$ cat config.mk
export PLATFORM = sky130hd
export DESIGN_NAME = video_timing_gen
export DESIGN_NICKNAME = d
export VERILOG_FILES = /design/src/rtl/video_timing_gen.sv
export SDC_FILE = /design/constraint.sdc
export NUM_CORES = 1
export LEC_CHECK = 0
export CAP_MARGIN = 10
export CORE_MARGIN = 3
export CORE_UTILIZATION = 30
export CTS_CLUSTER_SIZE = 16
export DETAILED_ROUTE_END_ITERATION = 8
export HOLD_SLACK_MARGIN = 0.06
export PLACE_DENSITY = 0.58
export SYNTH_ARGS = -nofsm -noshare
export SYNTH_HDL_FRONTEND = slang
export SYNTH_SLANG_ARGS = --single-unit
$ cat constraint.sdc
create_clock -name clk_pix -period 2.4 [get_ports clk_pix]
set_input_delay 0.48 -clock clk_pix [delete_from_list [all_inputs] [get_ports clk_pix]]
set_output_delay 0.48 -clock clk_pix [all_outputs]
set_load 0.02 [all_outputs]
$ cat src/rtl/video_timing_gen.sv
`timescale 1ns/1ps
`default_nettype none
// ============================================================================
// Module   : video_timing_gen
// Brief    : Parametrised raster timing with a coordinate request stage that
//            leads DE by LEAD cycles, so a pipelined source lines up with DE.
// Revision : 1.0 - initial release
// ============================================================================
module video_timing_gen #(
    parameter int H_ACTIVE   = 1280,
    parameter int H_FP       = 110,
    parameter int H_SYNC     = 40,
    parameter int H_BP       = 220,
    parameter int V_ACTIVE   = 720,
    parameter int V_FP       = 5,
    parameter int V_SYNC     = 5,
    parameter int V_BP       = 20,
    parameter int H_SYNC_POL = 1,
    parameter int V_SYNC_POL = 1,
    parameter int LEAD       = 2,
    parameter int CNT_W      = 12,
    parameter int DATA_W     = 24
) (
    input  logic              clk_pix,
    input  logic              rst,
    input  logic              en,
    output logic              req_valid,
    output logic [CNT_W-1:0]  req_x,
    output logic [CNT_W-1:0]  req_y,
    input  logic [DATA_W-1:0] pix_data_in,
    output logic              vid_de,
    output logic              vid_hsync,
    output logic              vid_vsync,
    output logic [DATA_W-1:0] vid_data,
    output logic              frame_start,
    output logic              line_start,
    output logic [15:0]       frame_cnt
);

    localparam int c_H_TOTAL = H_ACTIVE + H_FP + H_SYNC + H_BP;
    localparam int c_V_TOTAL = V_ACTIVE + V_FP + V_SYNC + V_BP;

    // Inclusive bounds so a range ending exactly at TOTAL never truncates.
    localparam logic [CNT_W-1:0] c_H_LAST    = CNT_W'(c_H_TOTAL - 1);
    localparam logic [CNT_W-1:0] c_V_LAST    = CNT_W'(c_V_TOTAL - 1);
    localparam logic [CNT_W-1:0] c_H_ACT_LST = CNT_W'(H_ACTIVE - 1);
    localparam logic [CNT_W-1:0] c_V_ACT_LST = CNT_W'(V_ACTIVE - 1);
    localparam logic [CNT_W-1:0] c_HS_BEG    = CNT_W'(H_ACTIVE + H_FP);
    localparam logic [CNT_W-1:0] c_HS_LST    = CNT_W'(H_ACTIVE + H_FP + H_SYNC - 1);
    localparam logic [CNT_W-1:0] c_VS_BEG    = CNT_W'(V_ACTIVE + V_FP);
    localparam logic [CNT_W-1:0] c_VS_LST    = CNT_W'(V_ACTIVE + V_FP + V_SYNC - 1);
    localparam logic             c_HS_ON     = (H_SYNC_POL != 0);
    localparam logic             c_VS_ON     = (V_SYNC_POL != 0);

    generate
        if (LEAD < 0 || LEAD > 15) begin : g_err_lead
            $error("video_timing_gen: LEAD must be within 0..15");
        end
        if ((((c_H_TOTAL - 1) >> CNT_W) != 0) || (((c_V_TOTAL - 1) >> CNT_W) != 0)) begin : g_err_cnt
            $error("video_timing_gen: H_TOTAL/V_TOTAL do not fit CNT_W");
        end
    endgenerate

    typedef struct packed {
        logic valid;
        logic raw_h;
        logic raw_v;
        logic sof;
        logic sol;
    } stage_t;

    logic [CNT_W-1:0] r_h_cnt;
    logic [CNT_W-1:0] r_v_cnt;

    always_ff @(posedge clk_pix) begin
        if (rst || !en) begin
            r_h_cnt <= '0;
            r_v_cnt <= '0;
        end else if (r_h_cnt == c_H_LAST) begin
            r_h_cnt <= '0;
            r_v_cnt <= (r_v_cnt == c_V_LAST) ? '0 : r_v_cnt + CNT_W'(1);
        end else begin
            r_h_cnt <= r_h_cnt + CNT_W'(1);
        end
    end

    // Stage 0: everything is forced inactive while held in reset or disabled.
    logic   w_run;
    logic   w_req_valid;
    stage_t w_stage0;
    stage_t w_tap;

    assign w_run       = !rst && en;
    assign w_req_valid = w_run && (r_h_cnt <= c_H_ACT_LST) && (r_v_cnt <= c_V_ACT_LST);

    assign w_stage0.valid = w_req_valid;
    assign w_stage0.raw_h = w_run && (r_h_cnt >= c_HS_BEG) && (r_h_cnt <= c_HS_LST);
    assign w_stage0.raw_v = w_run && (r_v_cnt >= c_VS_BEG) && (r_v_cnt <= c_VS_LST);
    assign w_stage0.sol   = w_req_valid && (r_h_cnt == '0);
    assign w_stage0.sof   = w_req_valid && (r_h_cnt == '0) && (r_v_cnt == '0);

    assign req_valid = w_req_valid;
    assign req_x     = w_req_valid ? r_h_cnt : '0;
    assign req_y     = w_req_valid ? r_v_cnt : '0;

    generate
        if (LEAD == 0) begin : g_no_lead
            assign w_tap = w_stage0;
        end else begin : g_lead
            stage_t r_pipe [LEAD];

            always_ff @(posedge clk_pix) begin
                if (rst) begin
                    for (int i = 0; i < LEAD; i++) begin
                        r_pipe[i] <= '0;
                    end
                end else begin
                    r_pipe[0] <= w_stage0;
                    for (int i = 1; i < LEAD; i++) begin
                        r_pipe[i] <= r_pipe[i-1];
                    end
                end
            end

            assign w_tap = r_pipe[LEAD-1];
        end
    endgenerate

    logic              r_vid_de;
    logic              r_vid_hsync;
    logic              r_vid_vsync;
    logic [DATA_W-1:0] r_vid_data;
    logic              r_frame_start;
    logic              r_line_start;
    logic [15:0]       r_frame_cnt;

    // Source data arrives on the cycle its request reaches the tap.
    always_ff @(posedge clk_pix) begin
        if (rst) begin
            r_vid_de      <= 1'b0;
            r_vid_hsync   <= !c_HS_ON;
            r_vid_vsync   <= !c_VS_ON;
            r_vid_data    <= '0;
            r_frame_start <= 1'b0;
            r_line_start  <= 1'b0;
            r_frame_cnt   <= '0;
        end else begin
            r_vid_de      <= w_tap.valid;
            r_vid_hsync   <= w_tap.raw_h ? c_HS_ON : !c_HS_ON;
            r_vid_vsync   <= w_tap.raw_v ? c_VS_ON : !c_VS_ON;
            r_vid_data    <= w_tap.valid ? pix_data_in : '0;
            r_frame_start <= w_tap.sof;
            r_line_start  <= w_tap.sol;
            if (w_tap.sof) begin
                r_frame_cnt <= r_frame_cnt + 16'd1;
            end
        end
    end

    assign vid_de      = r_vid_de;
    assign vid_hsync   = r_vid_hsync;
    assign vid_vsync   = r_vid_vsync;
    assign vid_data    = r_vid_data;
    assign frame_start = r_frame_start;
    assign line_start  = r_line_start;
    assign frame_cnt   = r_frame_cnt;

endmodule
`default_nettype wire

==> results.md <==
* Critical setup path kind: in -> out
* Max frequency at 425 MHz
* Global route hottest layer: met2
* Tot GR Track Use at 0.131
* Remaining global-route overflow at 0
* Total Power Consumption at 0.00249 W
* Cell variety after synth at 46
* Number of input and output port buffers inserted at 93
* Via count of the first global-routing pass at 2841
* Final hold slack at 0.441 ns
* Met2 demand-to-capacity share in global routing at 0.215
* Num rows at 37
* Synthesized cell area at 3340 µm²
* Average cell area after synthesis at 9.05 µm²
* Routability congestion estimate at 0.815
* Fillcell total at 1048
* Final Skew at 0.00922 ns
* Async S/R FF share, synth at 0
* Launch point of the worst reg-to-reg path: r_h_cnt[8]
* TritonCTS clock tree: done
* Endpoint arrival time on the critical path at 1.87 ns
* Most common cell after layout, fill and taps aside: dfxtp_1
* Critical R2R Capture: r_v_cnt[11]
* Number of endpoints failing setup at the final stage at 0
* Total number of clock tree sinks at 79
* Number of storage elements in the synthesis netlist at 79
* DR WL/cell at 13.0 µm
* Cell Pwr Density at 523 nW/µm²
* Worst EP required at 1.92 ns
* Worst-case register-to-register setup slack at 0.18 ns
* Leak Pwr at 1.82 nW
* Wire length of the first global-routing pass at 13600 µm
* Max FO, Critical Path at 7
* Count of flip-flops with a built-in enable after synthesis at 0
* Effective utilization at floorplan at 0.316
* Vias/cell at 4.64
* Max-cap check violation count at 0
* Area taken by flip-flops and latches at 1580 µm²
* Period Utilization, post-route at 0.980
* Ant diodes at 0
* Class of the tightest hold or removal check: reg -> reg
* Detailed-routing iteration count for the pre-antenna-repair pass at 4
* Cells after synthesis at 369
* Worst setup path endpoint: req_x[3]
* Critical Path End Type: output port
* Worst setup startpoint: rst
* Total count of max-transition violations in the final report at 0
* Sequential-to-total area share from yosys stat at 0.474
* Startpoint types: primary input
* Min cycle time layout at 2.35 ns
* Result of the run: finished clean
* Relative area change from synthesis to final layout at 42.4%
* Num CTS Buffers at 9
* Post-detailed-route count of antenna-violating nets at 0
* Worst IR drop on VDD at 0.000207 V
* Final core area utilization at 0.451
* Worst-path clk slew at 0.08 ns
* Top flip-flop cell by instance count after synthesis: dfxtp_1
* DIE AREA at 12400 µm²
* Detailed Route Iter0 Violations at 163
* Number of primary I/O pins at 97
* Clock root buffer: clkbuf_8
* Final hold violation count at 0
* Nets@finish at 516
* Met1 routing resource usage after global routing at 0.169
* Total via count after detailed routing at 2882
* Number of warnings issued by yosys at 0
* Combined area of the multi-input logic cells at 1640 µm²
* Remaining routing DRC violations at 0
* Clock latency at the later pin of the worst-skew pair at 0.35 ns
* Maximum count of clock buffers along a single path at 2
* Die W at 112 µm
* CORE AREA at 10600 µm²
* RSZ-0062 raised after global routing: true
* GRT met3 Usage at 0.0261
* Half-perimeter wire length after placement at 5920 µm
* H-tree Lvls at 3
* Most frequent cells in the layout: dfxtp_1, clkdlybuf4s50_1, and2_1
* Antenna violations before repair at 0
* Die Span Y at 112 µm
* Largest net degree at the start of global routing at 29
* Total detailed-routing wirelength at 8050 µm
* Fraction of final layout cells with drive strength greater than 1 at 0.159
* Worst reg-to-reg path cell count at 5
* Total negative slack for setup checks at 0 ns
==> final cells by class <==
class / count / share of cell area
clock inverter: 7 / 0.0168
timing repair buffer: 122 / 0.238
clock buffer: 9 / 0.0260
multi-input combinational: 261 / 0.346
tap: 136 / 0.0358
inverter: 7 / 0.00552
sequential: 79 / 0.333
==> how the worst min path moves through the flow <==
stage	end	slack, ns	cells past startpoint	startpoint
floorplan	g_lead.r_pipe[0][5]	0.41	1	g_lead.r_pipe[0][0]
global placement	line_start	0.42	1	g_lead.r_pipe[0][5]
detailed placement	g_lead.r_pipe[0][7]	0.42	1	g_lead.r_pipe[0][2]
CTS	line_start	0.44	1	g_lead.r_pipe[0][5]
global route	g_lead.r_pipe[0][8]	0.46	1	g_lead.r_pipe[0][3]
finish	line_start	0.44	1	g_lead.r_pipe[0][5]
==> worst max-delay path, cell delays in order <==
cell	delay [ns]
clkdlybuf4s50_1	0.48
nand2b_4	0.15
nor2_4	0.03
and4b_2	0.25
buf_6	0.15
and2_2	0.18
buf_4	0.15
==> where the power goes <==
group	leakage, nW	internal, W	total (W)	switching [W]
combinational	1.08	0.0000772	0.000138	0.0000613
clock	0.102	0.000495	0.00102	0.000525
sequential	0.638	0.00132	0.00133	0.00000589
total	1.82	0.00190	0.00249	0.000593
==> sequential cells by signal, indices dropped and copies added (netlist names) <==
name / count
frame_cnt: 16
frame_start: 1
g_lead.r_pipe: 10
line_start: 1
r_h_cnt: 12
r_v_cnt: 12
vid_data: 24
vid_de: 1
vid_hsync: 1
vid_vsync: 1
==> per-stage QoR <==
step	setup slack [ns]	instance area [µm²]	instances
floorplan	0.170	3350	371
global placement	-0.428	4530	603
detailed placement	-0.442	4530	603
CTS	-0.0637	4650	619
global route	-0.0248	4760	621
finish	0.0490	4760	621
==> what timing repair did <==
action                     4_1_cts  5_1_grt
cloned                           0        1
setup endpoints to repair       22       22
resized for setup               86       40
hold buffers                     0        0
hold endpoints to repair         0        0
buffers inserted                 0        1
pin swaps                        0        0
==> layer usage <==
layer  routed length [µm]  vias to the layer above
met5                    0                        -
met4                  113                        0
met3                  365                       10
met2                 3780                       72
met1                 3790                     1321
li1                     -                     1479
==> cells in the mapped netlist, types with 3 or more instances <==
cell type,number,share of area
buf_4,3,0.0067
or4_1,4,0.0090
a21oi_1,18,0.027
and4b_1,3,0.0090
clkbuf_1,17,0.019
ha_1,9,0.034
and2_1,46,0.086
dfxtp_1,79,0.47
inv_1,7,0.0079
nand2_1,19,0.021
o21ai_0,12,0.018
and3_1,10,0.019
nor2b_1,11,0.021
or3_1,12,0.022
xnor2_1,11,0.029
nor3_1,7,0.010
nor4_1,5,0.0094
nand2b_1,3,0.0056
nand4_1,10,0.019
nand3_1,14,0.021
xor2_1,11,0.029
nor2_1,28,0.031
==> kinds of logic after synthesis <==
| kind of cell | Yosys count | share of synthesized area |
|---|---|---|
| simple gates | 183 | 0.312 |
| flops | 79 | 0.474 |
| compound gates | 43 | 0.0753 |
| buf+inv | 31 | 0.0435 |
| xor+xnor | 22 | 0.0577 |
| fa+ha+maj | 9 | 0.0337 |
| other cells | 1 | 0.00112 |
| mux | 1 | 0.00300 |
Note: power is estimated with default switching activity, not from simulation.
==> RTL edit (same settings) <==
Set the parameter `V_SYNC_POL` to 0 (it was 1).
--- a/src/rtl/video_timing_gen.sv
+++ b/src/rtl/video_timing_gen.sv
@@ -18,3 +18,3 @@
     parameter int H_SYNC_POL = 1,
-    parameter int V_SYNC_POL = 1,
+    parameter int V_SYNC_POL = 0,
     parameter int LEAD       = 2,
Behaviour: not the same (a bounded check fails within 4 cycles, from zero or initial values and one cycle with rst high).
==> RTL edit against the unedited design <==
- power grew 26%
- synthesized area is 1.1% higher
- worst hold slack got worse by 70 ps
- sequential cell count stayed put
- critical path depth unchanged
- fmax grew 0.33%
- wire length up 3.1%
- clock skew decreased by 3.2 ps
- setup slack better by 7.7 ps
- register-to-register slack worse by 30 ps
- core utilization rose by 0.72 points
- count of clock-buffer cells in the layout rose by 2
- final area increased by 5.3%
- global-route usage increased by 0.11 points
==> RTL edit: results <==
route:
  routedWlPerCell_um: 13.1
  viasPerCell: 4.63
  drt_iter0_markers: 123
  wl_met2_um: 3630
  routed_wl_um: 8300
  drtPass1Iterations: 4
  wl_met1_um: 4060
logic_synthesis:
  yosys.area_share.xor_xnor_pct: 5.45
  syn_area_per_cell_sq_um: 9.07
  synthTopCellsByArea: "dfxtp_1 (47%), and2_1 (8.3%), xnor2_1 (3.6%)"
  muxShareOfSynthArea_pct: 0.964
  synth_compound_area_share_pct: 7.89
  yosys-top-cells-count: "dfxtp_1 (79), and2_1 (45), nor2_1 (31)"
  yosysSeqAreaShare_pct: 46.8
  synth_fa_ha_area_share_pct: 3.34
  synth_cell_types: 46
worst_setup_path:
  reg2regPathDepth: 5
  crit_start: "r_v_cnt[8]$_SDFFE_PN0P_"
  critical_path.endpoint: "req_y[4]"
  r2r-end: "r_v_cnt[9]$_SDFFE_PN0P_"
  crit_arrival_ps: 1860
  cp_max_fo: 4
grt:
  first_global_vias: 2739
  grt_pass1_wl_um: 13600
  grt_max_degree: 33
  grtUsageTotal_pct: 13.2
final_layout:
  largest_reg_flops: 24
  n_antenna_cell: 0
  fillers: 1070
  drive_above_1_share_pct: 18.3
  fin_nets: 524
pwr:
  power_mw: 3.14
  sw_frac_of_total_pct: 19.3
  p_leak_nw: 1.91
  irDropWorstVdd_uv: 330
  p_comb_share_pct: 4.6
  clkPwrFrac_pct: 53.0
timing:
  holdWs_ps: 372
  fin_skew_ps: 6.02
  max_freq_ghz: 0.427
clock_network:
  clockRootBuffer: "clkbuf_16"
  clk_pin_slew_worst_paths_ps: 60
  clk_latency_ps: 330
  cts_setup_buffers: 0
  cts_buffer_depth: 2
min_path:
  whs_endpoint: "vid_vsync$_SDFF_PP1_"
  hp-start: "g_lead.r_pipe[0][7]$_SDFF_PP0_"
placed_design:
  port_buffers: 93
  dp_slack_ps: -567
  dp_cells: 614
  hpwlAfterDp_um: 5920
  place_area_sq_um: 4590
  gp_congestion: 0.814
outcome:
  status: "complete, no violations"
==> RTL edit: cell types whose count changed after synthesis, moves of 3 or more <==
cell	delta
clkbuf_1	-4
nand2_1	-4
xor2_1	-4
and4b_1	-3
inv_1	+3
nand2b_1	+3
nor2_1	+3
xnor2_1	+3
==> RTL edit: area by class of cell <==
cell class	count	area, sq um	area share [%]
multi-input combinational	262	1680	33.5
sequential	79	1580	31.6
timing repair buffer	126	1170	23.4
clock buffer	11	233	4.65
tap	140	175	3.50
clock inverter	5	129	2.57
inverter	10	37.5	0.750
==> RTL edit: worst max-delay path: stages, from the launching register on <==
cell,delay (ps)
dfxtp_2,330
buf_4,130
nor3_2,210
nand2_1,140
o211a_4,280
buf_4,150
and2_1,150
buf_4,150
==> RTL edit: metal layers <==
metal / vias to the layer above / global-route usage [%]
met5: - / 0
met4: 0 / 5.61
met3: 10 / 3.29
met2: 95 / 20.0
met1: 1334 / 18.0
li1: 1490 / -
